### config.mk
export PLATFORM = sky130hd
export DESIGN_NAME = add_preamble_flat
export DESIGN_NICKNAME = d
export VERILOG_FILES = /design/src/rtl/add_preamble_if.sv /design/src/rtl/add_preamble.sv /design/src/flat_wrapper.sv
export SDC_FILE = /design/constraint.sdc
export NUM_CORES = 1
export LEC_CHECK = 0
export CORE_MARGIN = 2
export CORE_UTILIZATION = 35
export DETAILED_ROUTE_END_ITERATION = 8
export PLACE_DENSITY = 0.6
export SYNTH_ARGS = -nofsm -noshare
export SYNTH_HDL_FRONTEND = slang
export SYNTH_SLANG_ARGS = --single-unit
### constraint.sdc
create_clock -name clk -period 2.4 [get_ports clk]
set_clock_uncertainty 0.15 [all_clocks]
set_input_delay 0.24 -clock clk [delete_from_list [all_inputs] [get_ports clk]]
set_output_delay 0.24 -clock clk [all_outputs]
set_load 0.01 [all_outputs]
### src/rtl/add_preamble_if.sv
// Byte-stream bundle between the CRC stage, add_preamble and the PHY byte interface.
// ADD_PREAMBLE_STATS_EN adds the frames_sent / frames_dropped counters to the bundle.
// Stream semantics: there is no backpressure. A byte slot exists only on clocks where
// data_enable_* is high. data_valid_* qualifies data_* on those slots and is ignored otherwise.
interface add_preamble_if;
    logic [7:0] data_in;
    logic       data_valid_in;
    logic       data_enable_in;
    logic [7:0] data_out;
    logic       data_valid_out;
    logic       data_enable_out;
    logic       frame_drop;
    logic       dbg_pre_busy;
    logic [3:0] dbg_pre_cnt;
`ifdef ADD_PREAMBLE_STATS_EN
    logic [15:0] frames_sent;
    logic [15:0] frames_dropped;
`endif

    modport master (
`ifdef ADD_PREAMBLE_STATS_EN
        input  frames_sent,
        input  frames_dropped,
`endif
        output data_in,
        output data_valid_in,
        output data_enable_in,
        input  data_out,
        input  data_valid_out,
        input  data_enable_out,
        input  frame_drop,
        input  dbg_pre_busy,
        input  dbg_pre_cnt
    );

    modport slave (
`ifdef ADD_PREAMBLE_STATS_EN
        output frames_sent,
        output frames_dropped,
`endif
        input  data_in,
        input  data_valid_in,
        input  data_enable_in,
        output data_out,
        output data_valid_out,
        output data_enable_out,
        output frame_drop,
        output dbg_pre_busy,
        output dbg_pre_cnt
    );
endinterface

### src/rtl/add_preamble.sv
// add_preamble: delays the frame stream by 8 byte slots, prepends 7 x 0x55 + 0xD5 and drops
// frames that start inside the inter-frame gap. Optional counters: ADD_PREAMBLE_STATS_EN.
module add_preamble #(
    parameter int IFG_BYTES = 12,
    parameter int GAP_CNT_W = 6
) (
    input logic           clk,
    input logic           rst_n,
    add_preamble_if.slave bus
);
    localparam logic [GAP_CNT_W-1:0] GAP_MIN  = GAP_CNT_W'(IFG_BYTES + 8);
    localparam logic [GAP_CNT_W-1:0] GAP_MAX  = '1;
    localparam logic [7:0]           PRE_BYTE = 8'h55;
    localparam logic [7:0]           SFD_BYTE = 8'hD5;
    localparam logic [3:0]           SFD_SLOT = 4'd7;

    typedef enum logic {ST_IDLE, ST_PREAMBLE} state_t;

    state_t               state_q, state_d;
    logic [3:0]           pre_cnt_q, pre_cnt_d;
    logic [GAP_CNT_W-1:0] gap_cnt_q, gap_cnt_d;
    logic                 prev_valid_q, prev_valid_d;
    logic                 drop_q, drop_d;
    logic [7:0][8:0]      dline_q, dline_d;
    logic [7:0]           data_out_q, data_out_d;
    logic                 data_valid_out_q, data_valid_out_d;
    logic                 data_enable_out_q;
    logic                 frame_drop_q, frame_drop_d;
    logic                 frame_start, accept, reject, sfd_emit;

    always_comb begin
        state_d          = state_q;
        pre_cnt_d        = pre_cnt_q;
        gap_cnt_d        = gap_cnt_q;
        prev_valid_d     = prev_valid_q;
        drop_d           = drop_q;
        dline_d          = dline_q;
        data_out_d       = data_out_q;
        data_valid_out_d = data_valid_out_q;
        frame_drop_d     = 1'b0;
        sfd_emit         = 1'b0;
        frame_start      = bus.data_valid_in && !prev_valid_q;
        accept           = frame_start && (gap_cnt_q >= GAP_MIN);
        reject           = frame_start && !accept;

        if (bus.data_enable_in) begin
            prev_valid_d = bus.data_valid_in;
            frame_drop_d = reject;
            if (bus.data_valid_in)
                gap_cnt_d = '0;
            else if (gap_cnt_q != GAP_MAX)
                gap_cnt_d = gap_cnt_q + 1'b1;

            if (!bus.data_valid_in)
                drop_d = 1'b0;
            else if (reject)
                drop_d = 1'b1;

            // Bytes of a rejected frame still occupy their slot, but enter as invalid.
            dline_d = {dline_q[6:0], {bus.data_valid_in && !(drop_q || reject), bus.data_in}};

            if (state_q == ST_PREAMBLE) begin
                data_valid_out_d = 1'b1;
                if (pre_cnt_q == SFD_SLOT) begin
                    data_out_d = SFD_BYTE;
                    sfd_emit   = 1'b1;
                    state_d    = ST_IDLE;
                    pre_cnt_d  = 4'd0;
                end else begin
                    data_out_d = PRE_BYTE;
                    pre_cnt_d  = pre_cnt_q + 4'd1;
                end
            end else if (accept) begin
                data_valid_out_d = 1'b1;
                data_out_d       = PRE_BYTE;
                state_d          = ST_PREAMBLE;
                pre_cnt_d        = 4'd1;
            end else begin
                data_valid_out_d = dline_q[7][8];
                data_out_d       = dline_q[7][8] ? dline_q[7][7:0] : 8'h00;
            end
        end
    end

    always_ff @(posedge clk) begin
        if (!rst_n) begin
            state_q           <= ST_IDLE;
            pre_cnt_q         <= 4'd0;
            gap_cnt_q         <= GAP_MAX;
            prev_valid_q      <= 1'b0;
            drop_q            <= 1'b0;
            dline_q           <= '0;
            data_out_q        <= 8'h00;
            data_valid_out_q  <= 1'b0;
            data_enable_out_q <= 1'b0;
            frame_drop_q      <= 1'b0;
        end else begin
            state_q           <= state_d;
            pre_cnt_q         <= pre_cnt_d;
            gap_cnt_q         <= gap_cnt_d;
            prev_valid_q      <= prev_valid_d;
            drop_q            <= drop_d;
            dline_q           <= dline_d;
            data_out_q        <= data_out_d;
            data_valid_out_q  <= data_valid_out_d;
            data_enable_out_q <= bus.data_enable_in;
            frame_drop_q      <= frame_drop_d;
        end
    end

    assign bus.data_out        = data_out_q;
    assign bus.data_valid_out  = data_valid_out_q;
    assign bus.data_enable_out = data_enable_out_q;
    assign bus.frame_drop      = frame_drop_q;
    assign bus.dbg_pre_busy    = (state_q == ST_PREAMBLE);
    assign bus.dbg_pre_cnt     = pre_cnt_q;

`ifdef ADD_PREAMBLE_STATS_EN
    logic [15:0] frames_sent_q, frames_sent_d;
    logic [15:0] frames_dropped_q, frames_dropped_d;

    always_comb begin
        frames_sent_d    = frames_sent_q + {15'd0, sfd_emit};
        frames_dropped_d = frames_dropped_q + {15'd0, frame_drop_d};
    end

    always_ff @(posedge clk) begin
        if (!rst_n) begin
            frames_sent_q    <= 16'd0;
            frames_dropped_q <= 16'd0;
        end else begin
            frames_sent_q    <= frames_sent_d;
            frames_dropped_q <= frames_dropped_d;
        end
    end

    assign bus.frames_sent    = frames_sent_q;
    assign bus.frames_dropped = frames_dropped_q;
`endif
endmodule
### src/flat_wrapper.sv
// flat-port wrapper written by rule: the top's interface ports become plain ports
module add_preamble_flat 
#(
    parameter int IFG_BYTES = 12,
    parameter int GAP_CNT_W = 6
)
  (clk, rst_n, bus_data_in, bus_data_valid_in, bus_data_enable_in, bus_data_out, bus_data_valid_out, bus_data_enable_out, bus_frame_drop, bus_dbg_pre_busy, bus_dbg_pre_cnt);
  add_preamble_if bus_i ();
  input logic clk;
  input logic rst_n;
  input wire logic [$bits(bus_i.data_in)-1:0] bus_data_in;
  input wire logic [$bits(bus_i.data_valid_in)-1:0] bus_data_valid_in;
  input wire logic [$bits(bus_i.data_enable_in)-1:0] bus_data_enable_in;
  output wire logic [$bits(bus_i.data_out)-1:0] bus_data_out;
  output wire logic [$bits(bus_i.data_valid_out)-1:0] bus_data_valid_out;
  output wire logic [$bits(bus_i.data_enable_out)-1:0] bus_data_enable_out;
  output wire logic [$bits(bus_i.frame_drop)-1:0] bus_frame_drop;
  output wire logic [$bits(bus_i.dbg_pre_busy)-1:0] bus_dbg_pre_busy;
  output wire logic [$bits(bus_i.dbg_pre_cnt)-1:0] bus_dbg_pre_cnt;
  assign bus_i.data_in = bus_data_in;
  assign bus_i.data_valid_in = bus_data_valid_in;
  assign bus_i.data_enable_in = bus_data_enable_in;
  assign bus_data_out = bus_i.data_out;
  assign bus_data_valid_out = bus_i.data_valid_out;
  assign bus_data_enable_out = bus_i.data_enable_out;
  assign bus_frame_drop = bus_i.frame_drop;
  assign bus_dbg_pre_busy = bus_i.dbg_pre_busy;
  assign bus_dbg_pre_cnt = bus_i.dbg_pre_cnt;
  add_preamble #(.IFG_BYTES(IFG_BYTES), .GAP_CNT_W(GAP_CNT_W)) u_core (.clk(clk), .rst_n(rst_n), .bus(bus_i));
endmodule
# [After elaboration in Yosys (flattened, before gate mapping)]
# Cells that the tools add are included.
[totals] register_bits=96 input_bits=12 out_inout_bits=16
[classes] n_addsub=2 magnitude_cmp=1 eq_ne=3 n_mux=16 n_reduce_logical=14
[op_table] cell="8-bit 2-to-1 mux" n=4
[op_table] cell="4-bit 2-to-1 mux" n=3
[op_table] cell="6-bit 2-to-1 mux" n=2
[op_table] cell="2-bit AND reduction" n=4
[op_table] cell="1-bit 2-to-1 mux" n=7
[op_table] cell="6-bit by 1-bit adder with 6-bit output (second input constant)" n=1
[op_table] cell="6-bit by 5-bit greater-or-equal comparator with 1-bit output (second input constant)" n=1
[op_table] cell="6-bit inequality test (second input constant)" n=1
[op_table] cell="4-bit by 1-bit adder with 4-bit output (second input constant)" n=1
[op_table] cell="4-bit by 3-bit equality test with 1-bit output (second input constant)" n=1
[op_table] cell="1-bit logical AND" n=4
[op_table] cell="2-bit nonzero test" n=2
[op_table] cell="1-bit zero test" n=3
[op_table] cell="2-bit by 1-bit inequality test with 1-bit output (second input constant)" n=1
[op_table] cell="1-bit logical OR" n=1

# [Depth between registers and ports, before layout]
# Gate-level depths: netlist of the first run.
[depth] word_depth=8 depth_mapped=5 depth_no_buf=5

# [Least setup slack after synthesis of the first run]
# No wires, ideal clock.
[synth_timing] kind="flip-flop to flip-flop" from="register u_core.state_q, in the netlist u_core.bus.dbg_pre_busy" to="register u_core.pre_cnt_q[0], in the netlist u_core.bus.dbg_pre_cnt[0]" setup_ns=0.117 arrival_ns=1.234 slack_ns=0.899 path_stages_with_launch=6 n_path_buf=2 synth_period_minus_slack_ns=1.501 path_cell_list="dfxtp_1 -> buf_6 -> or2_0 -> o221a_1 -> buf_6 -> a32o_1"
[synth_between] elab_chain_len=2 elab_cells_between_ends=3
[synth_lines] element="start, declared" line="add_preamble.sv:19" text="state_t state_q, state_d;"
[synth_lines] element="start signal, assigned" line="add_preamble.sv:98" text="state_q <= state_d;"
[synth_lines] element="2-bit nonzero test (no line)"
[synth_lines] element="2-bit AND reduction (no line)"
[synth_lines] element="end signal, assigned" line="add_preamble.sv:99" text="pre_cnt_q <= pre_cnt_d;"
[synth_lines] element="end, declared" line="add_preamble.sv:20" text="logic [3:0] pre_cnt_q, pre_cnt_d;"
# Parallel ways exist; a longest one is shown, timed or not.
# A chain may end at the register's enable or synchronous reset.

# [Worst setup path in the final report of the first run]
[layout_timing] from="register u_core.state_q, in the netlist u_core.bus.dbg_pre_busy" to="output port bus_dbg_pre_busy"
[layout_rtl] element="end, declared" line="flat_wrapper.sv:18" text="output wire logic [$bits(bus_i.dbg_pre_busy)-1:0] bus_dbg_pre_busy;"
# No word-level cell between the ends.

==> results.toml, run 1 <==
[status]
status = "finished clean"

[floorplan]
die_w_um = 106.6
die_h_um = 106.6
die-area_um2 = 11370
rows = 37
start_util_pct = 35.87
io_pins = 28
coreArea_um2 = 10280

[clocking]
cts_num_sinks = 96
clock_path_buffers = 2
clk_latency_ns = 0.35
post_cts_buffers = 0
cts.reportedPaths.clkPinSlew_ns = 0.10
cts_root_buf = "clkbuf_8"
numCtsBuffers = 9
h-tree-depth = 3
cts_tree = "done"
cts_hold_buf = 0
ctsResizeCount = 0

[critical_path]
cp_num_cells = 1
reg2regPathDepth = 4
critical_path.top_delay_family = "buffers and inverters"
arrival_ns = 1.51
required_ns = 2.01
crit_path_max_incr_delay_ns = 0.61
worstSetupPathType = "flop to output port"
crit_chain = "clkdlybuf4s50_1"
end_kind = "output port"
path_max_fanout = 10
cp-start-kind = "flop"
slowest_stage = "clkdlybuf4s50_1"
critPathBufInv = 1

[timing]
rsz0062_at_grt = "false"
tns_ns = 0
setup-violations-final = 0
fin_crit_sh_pct = 79.17
fmax_ghz = 0.5263
hold_violations = 0
worst_slew_pin_slew_ns = 0.4639
worst_slack_ns = 0.4998
slew-limit-headroom_pct = 68.98
drv_slew = 0
timing.final.crit_period_ns = 1.900

[cells_and_area]
multi_input_area_um2 = 1594
layout.nets = 396
ff_latch_area_um2 = 1922
area_growth_pct = 14.97
fillerInstances = 1054
antenna_cells = 0
final_cell_count_no_fill = 522
drive_gt1_share_pct = 6.477

[synthesis]
ys_seq_elements = 96
netlist.area_leader.share_pct = 52.14
synth_top_area_cell = "dfxtp_1"
ys_top_cells_by_count = "96 x dfxtp_1, 76 x nor2_1, 74 x mux2i_1, 19 x nand2_1, 9 x a21oi_1"
synth_top_family_by_area = "multiplexers"
synth_area_leaders = "dfxtp_1 52%, mux2i_1 20%, nor2_1 7.7%, nand2_1 1.9%, buf_4 1.4%"
synthMuxAreaShare_pct = 20.40
synth_compound_area_share_pct = 8.248
yosysMostFrequentCell = "dfxtp_1"
synth_warnings = 0
syn_area_per_cell_um2 = 10.13
synthFlopType = "dfxtp_1"
synthSimpleGateAreaFrac_pct = 13.58
synth-async-reset-ratio_pct = 0
synthesis.nets = 379
syn-cell-area_um2 = 3686
synth_edf_count = 0
synthXorXnorAreaFrac_pct = 0
synth_fa_ha_area_share_pct = 1.018
syn_inst = 364
yosys.cell_types.count = 40
seq_area_frac_synth_pct = 52.14

[power_and_ir_drop]
powerDensity_nw_per_um2 = 708.0
vdd_drop_max_v = 0.0002993
swShare_pct = 24.91
switchingPower_uw = 747.4
pwr-share-seq_pct = 55.8
power.clock.fraction_pct = 35.4
leakage_uw = 0.001773
comb_power_share_pct = 8.8
internal_power_uw = 2253

[global_routing]
antenna_found_initial = 0
first_global_vias = 2370
grt_first_pass_wirelength_mm = 10.96
gr-total-overflow = 0
grtUsageTotal_pct = 11.83
grt_max_degree = 65

[route]
wire_per_inst_um = 12.30
wl_met3_um = 204
first_pass_iters = 4
drt-met1-wl_mm = 3.136
via_count = 2534
routed_wl_mm = 6.418
drtIter0Drc = 86
wl_met2_mm = 2.999
drtAntennaViolNets = 0
via_per_inst = 4.854
top_layer = "met4"
drc = 0

[place]
port_buffers = 27
gp_congestion = 0.7716
preCtsSetupSlack_ns = 0.3906
hpwl_mm = 4.112
dp_cells = 506

[worst_hold_path]
min_path_type = "primary input to flop"
hold_depth = 3

[job]
max_cap_viol_count = 0
## state kept, by name, indices dropped and copies added (netlist names)
| signal | flops |
|---|---|
| u_core.bus.data_valid_out | 1 |
| u_core.drop_q | 1 |
| u_core.bus.dbg_pre_cnt | 4 |
| u_core.bus.frame_drop | 1 |
| u_core.prev_valid_q | 1 |
| u_core.dline_q | 72 |
| u_core.bus.data_out | 8 |
| u_core.bus.data_enable_out | 1 |
| u_core.gap_cnt_q | 6 |
| u_core.bus.dbg_pre_busy | 1 |
## worst min-delay path, cell delays in order
cell     delay, ns
buf_4         0.18
nand2_1       0.10
o22ai_1       0.08
## cell type report
type	instances	area share [%]
well taps	136	4.015
multi-input cells	236	37.61
clock inverters	7	1.860
clock buffers	9	2.923
inverters	7	0.6200
flip-flops and latches	96	45.35
repair buffers	31	7.617
## path summary, 6_finish.rpt
kind                                                           start                                endpoint  slack, ns
worst max-delay path            u_core.bus.dbg_pre_busy$_SDFFE_PN0P_                        bus_dbg_pre_busy       0.50
worst min-delay path                              bus_data_enable_in  u_core.bus.dbg_pre_cnt[1]$_SDFFE_PN0P_       0.14
worst max register to register      u_core.gap_cnt_q[0]$_SDFFE_PN1P_        u_core.gap_cnt_q[1]$_SDFFE_PN1P_       0.76
worst min register to register       u_core.dline_q[68]$_SDFFE_PN0P_     u_core.bus.data_out[5]$_SDFFE_PN0P_       0.32
## cell usage in the layout, fill, tap and decap left out, drive strengths merged, types with 3 or more instances in the layout
cell type | Yosys | routed
dfxtp | 96 | 96
nor2 | 76 | 76
mux2i | 74 | 74
clkdlybuf4s50 | 0 | 26
nand2 | 19 | 19
a21oi | 9 | 9
clkbuf | 8 | 9
inv | 6 | 9
o21a | 7 | 7
buf | 17 | 5
nor2b | 4 | 4
o41ai | 4 | 4
and3 | 3 | 3
nand4 | 3 | 3
nand3 | 3 | 3
o311ai | 3 | 3
o22ai | 3 | 3
nor3 | 3 | 3
ha | 3 | 3
## metrics by stage
| stage | hold slack, ns | utilization (%) | cell area [um2] | power, uW |
|---|---|---|---|---|
| after floorplan | 0.2372 | - | 3686 | 1898 |
| after global placement | 0.3003 | 39.26 | 4035 | 1971 |
| after detailed placement | 0.3073 | 39.26 | 4035 | 1975 |
| after CTS | 0.1273 | 41.23 | 4238 | 3046 |
| after global routing | 0.1463 | 41.23 | 4238 | 3141 |
| final | 0.1450 | 41.23 | 4238 | 3000 |
## power by group through the flow
stage / sequential, uW / clock (uW) / combinational, uW
floorplan: 1700 / 0 / 195
global placement: 1710 / 0 / 262
detailed placement: 1710 / 0 / 265
CTS: 1670 / 1110 / 266
global route: 1680 / 1170 / 291
finish: 1670 / 1060 / 264
## metal layers
metal | up-vias | global-route usage [%]
li1 | 1294 | -
met1 | 1199 | 15.07
met2 | 32 | 19.43
met3 | 9 | 3.343
met4 | 0 | 3.711
met5 | - | 0
## kinds of logic after synthesis
logic type / after synthesis
and+or+nand+nor: 118
DFF: 96
muxes: 75
AOI/OAI and AO/OA: 40
buffers and inverters: 32
adders and majority gates: 3
Note: power is estimated with default switching activity, not from simulation.
==> inputs of run 2 (changes only) <==
Settings changed: PLACE_DENSITY 0.6 to 0.62.
Clock period 2.4 ns to 1.5 ns, I/O delays scaled along.
==> results.toml, run 2 (same netlist as run 1, synthesis figures left out) <==
[power_and_ir_drop]
vdd_drop_max_v = 0.0005074
powerDensity_nw_per_um2 = 1108
power.total_uw = 4846
leakage_uw = 0.001931

[clocking]
post_cts_buffers = 0
cts_hold_buf = 0
cts_root_buf = "clkbuf_8"
clock_path_buffers = 2
numCtsBuffers = 9
clk_latency_ns = 0.35
cts_tree = "done"
h-tree-depth = 3
cts.reportedPaths.clkPinSlew_ns = 0.08
cts_num_sinks = 96

[timing]
hold_violations = 0
worst_slack_ns = 0.03828
timing.final.crit_period_ns = 1.462
drv_slew = 0
fin_crit_sh_pct = 97.45
slew-limit-headroom_pct = 77.87
whs_ns = 0.1333
fmax_ghz = 0.6841
worst_slew_pin_slew_ns = 0.3315
setup-violations-final = 0

[floorplan]
die_w_um = 106.6
die_h_um = 106.6
io_pins = 28
start_util_pct = 35.87
die-area_um2 = 11370
rows = 37
coreArea_um2 = 10280

[cells_and_area]
regMostFlops = "u_core.dline_q"
layout.nets = 409
antenna_cells = 0
fin_area_um2 = 4372
mostFrequentLayoutCells = "92 x dfxtp_1, 76 x nor2_1, 74 x mux2i_1"
drive_gt1_share_pct = 11.78
final_common_cell = "dfxtp_1"
largest_reg_flops = 72
final_cell_count_no_fill = 535
area_growth_pct = 18.60

[place]
gp_congestion = 0.7616
dp_cells = 519
port_buffers = 27
place_area_um2 = 4159
hpwl_mm = 4.301
preCtsSetupSlack_ns = -0.1828

[critical_path]
crit_chain = "o21a_1 > o21a_1 > o41ai_1"
worstSetupPathType = "flop to flop"
end_kind = "flop"
critical_path.top_delay_family = "compound AO/OA/AOI/OAI gates"
cp-start-kind = "flop"
crit_path_max_incr_delay_ns = 0.36
required_ns = 1.59
path_max_fanout = 6
cpMostUsedCell = "o21a_1"
slowest_stage = "dfxtp_1"
critPathBufInv = 0
arrival_ns = 1.55

[route]
via_count = 2580
drtAntennaViolNets = 0
via_per_inst = 4.822
routed_wl_mm = 6.613
drc = 0
drtIter0Drc = 126
wire_per_inst_um = 12.36
first_pass_iters = 4

[global_routing]
first_global_vias = 2430
grt_first_pass_wirelength_mm = 10.94
gr-total-overflow = 0
grt_max_degree = 48
grtUsageTotal_pct = 11.88
antenna_found_initial = 0

[worst_hold_path]
min_path_type = "primary input to flop"

[status]
status = "finished clean"

[job]
max_cap_viol_count = 0
==> run 2: path summary, 6_finish.rpt <==
check                                                      start  cells after the start                                   to  slack [ns]
worst max-delay path            u_core.gap_cnt_q[3]$_SDFFE_PN1P_                      3  u_core.bus.data_out[5]$_SDFFE_PN0P_        0.04
worst max register to register  u_core.gap_cnt_q[3]$_SDFFE_PN1P_                      3  u_core.bus.data_out[5]$_SDFFE_PN0P_        0.04
worst min register to register        u_core.drop_q$_SDFFE_PN0P_                      1       u_core.dline_q[8]$_SDFFE_PN0P_        0.31
worst min-delay path                          bus_data_enable_in                      4       u_core.dline_q[8]$_SDFFE_PN0P_        0.13
==> run 2: worst reg2reg max path: cells and delay by family, from the launching register on <==
kind / cells / cell delay [ns]
AOI/OAI and AO/OA: 3 / 0.85
DFF: 1 / 0.36
==> run 2: per-stage QoR <==
| stage | TNS [ns] | util [%] |
|---|---|---|
| final | 0 | 42.54 |
| after global placement | -1.168 | 40.47 |
| after CTS | 0 | 42.35 |
| after detailed placement | -1.439 | 40.47 |
| after floorplan | 0 | - |
| after global routing | -0.008331 | 42.54 |
==> run 2: area by class of cell <==
cell class,count,area (um2)
clock inverter,4,52.55
tap,136,170.2
clock buffer,12,155.1
inverter,7,26.28
multi-input combinational,236,1615
sequential,96,1927
timing repair buffer,44,425.4
fill,1031,5906
==> run 2: per-layer routing <==
layer	share of wire (%)	global-route usage [%]
met1	49	15.21
met2	46	18.93
met3	4.0	4.195
met4	0.95	3.432
met5	0	0
==> run 2: what timing repair did <==
action                     4_1_cts  5_1_grt
hold endpoints to repair         0        0
pin swaps                        0        0
setup endpoints to repair       18        9
resized for setup               20        5
==> run 2: power breakdown <==
part / internal (uW) / switching, uW / leakage (uW)
Combinational: 230 / 249 / 0.00104
Clock: 866 / 837 / 0.000107
Sequential: 2620 / 47.0 / 0.000781
Total: 3710 / 1130 / 0.00193
==> inputs of run 3 (changes only) <==
Settings changed: SLEW_MARGIN set to 25.
==> results of run 3 <==
The final DEF is identical to that of run 2; final timing and power are the same.
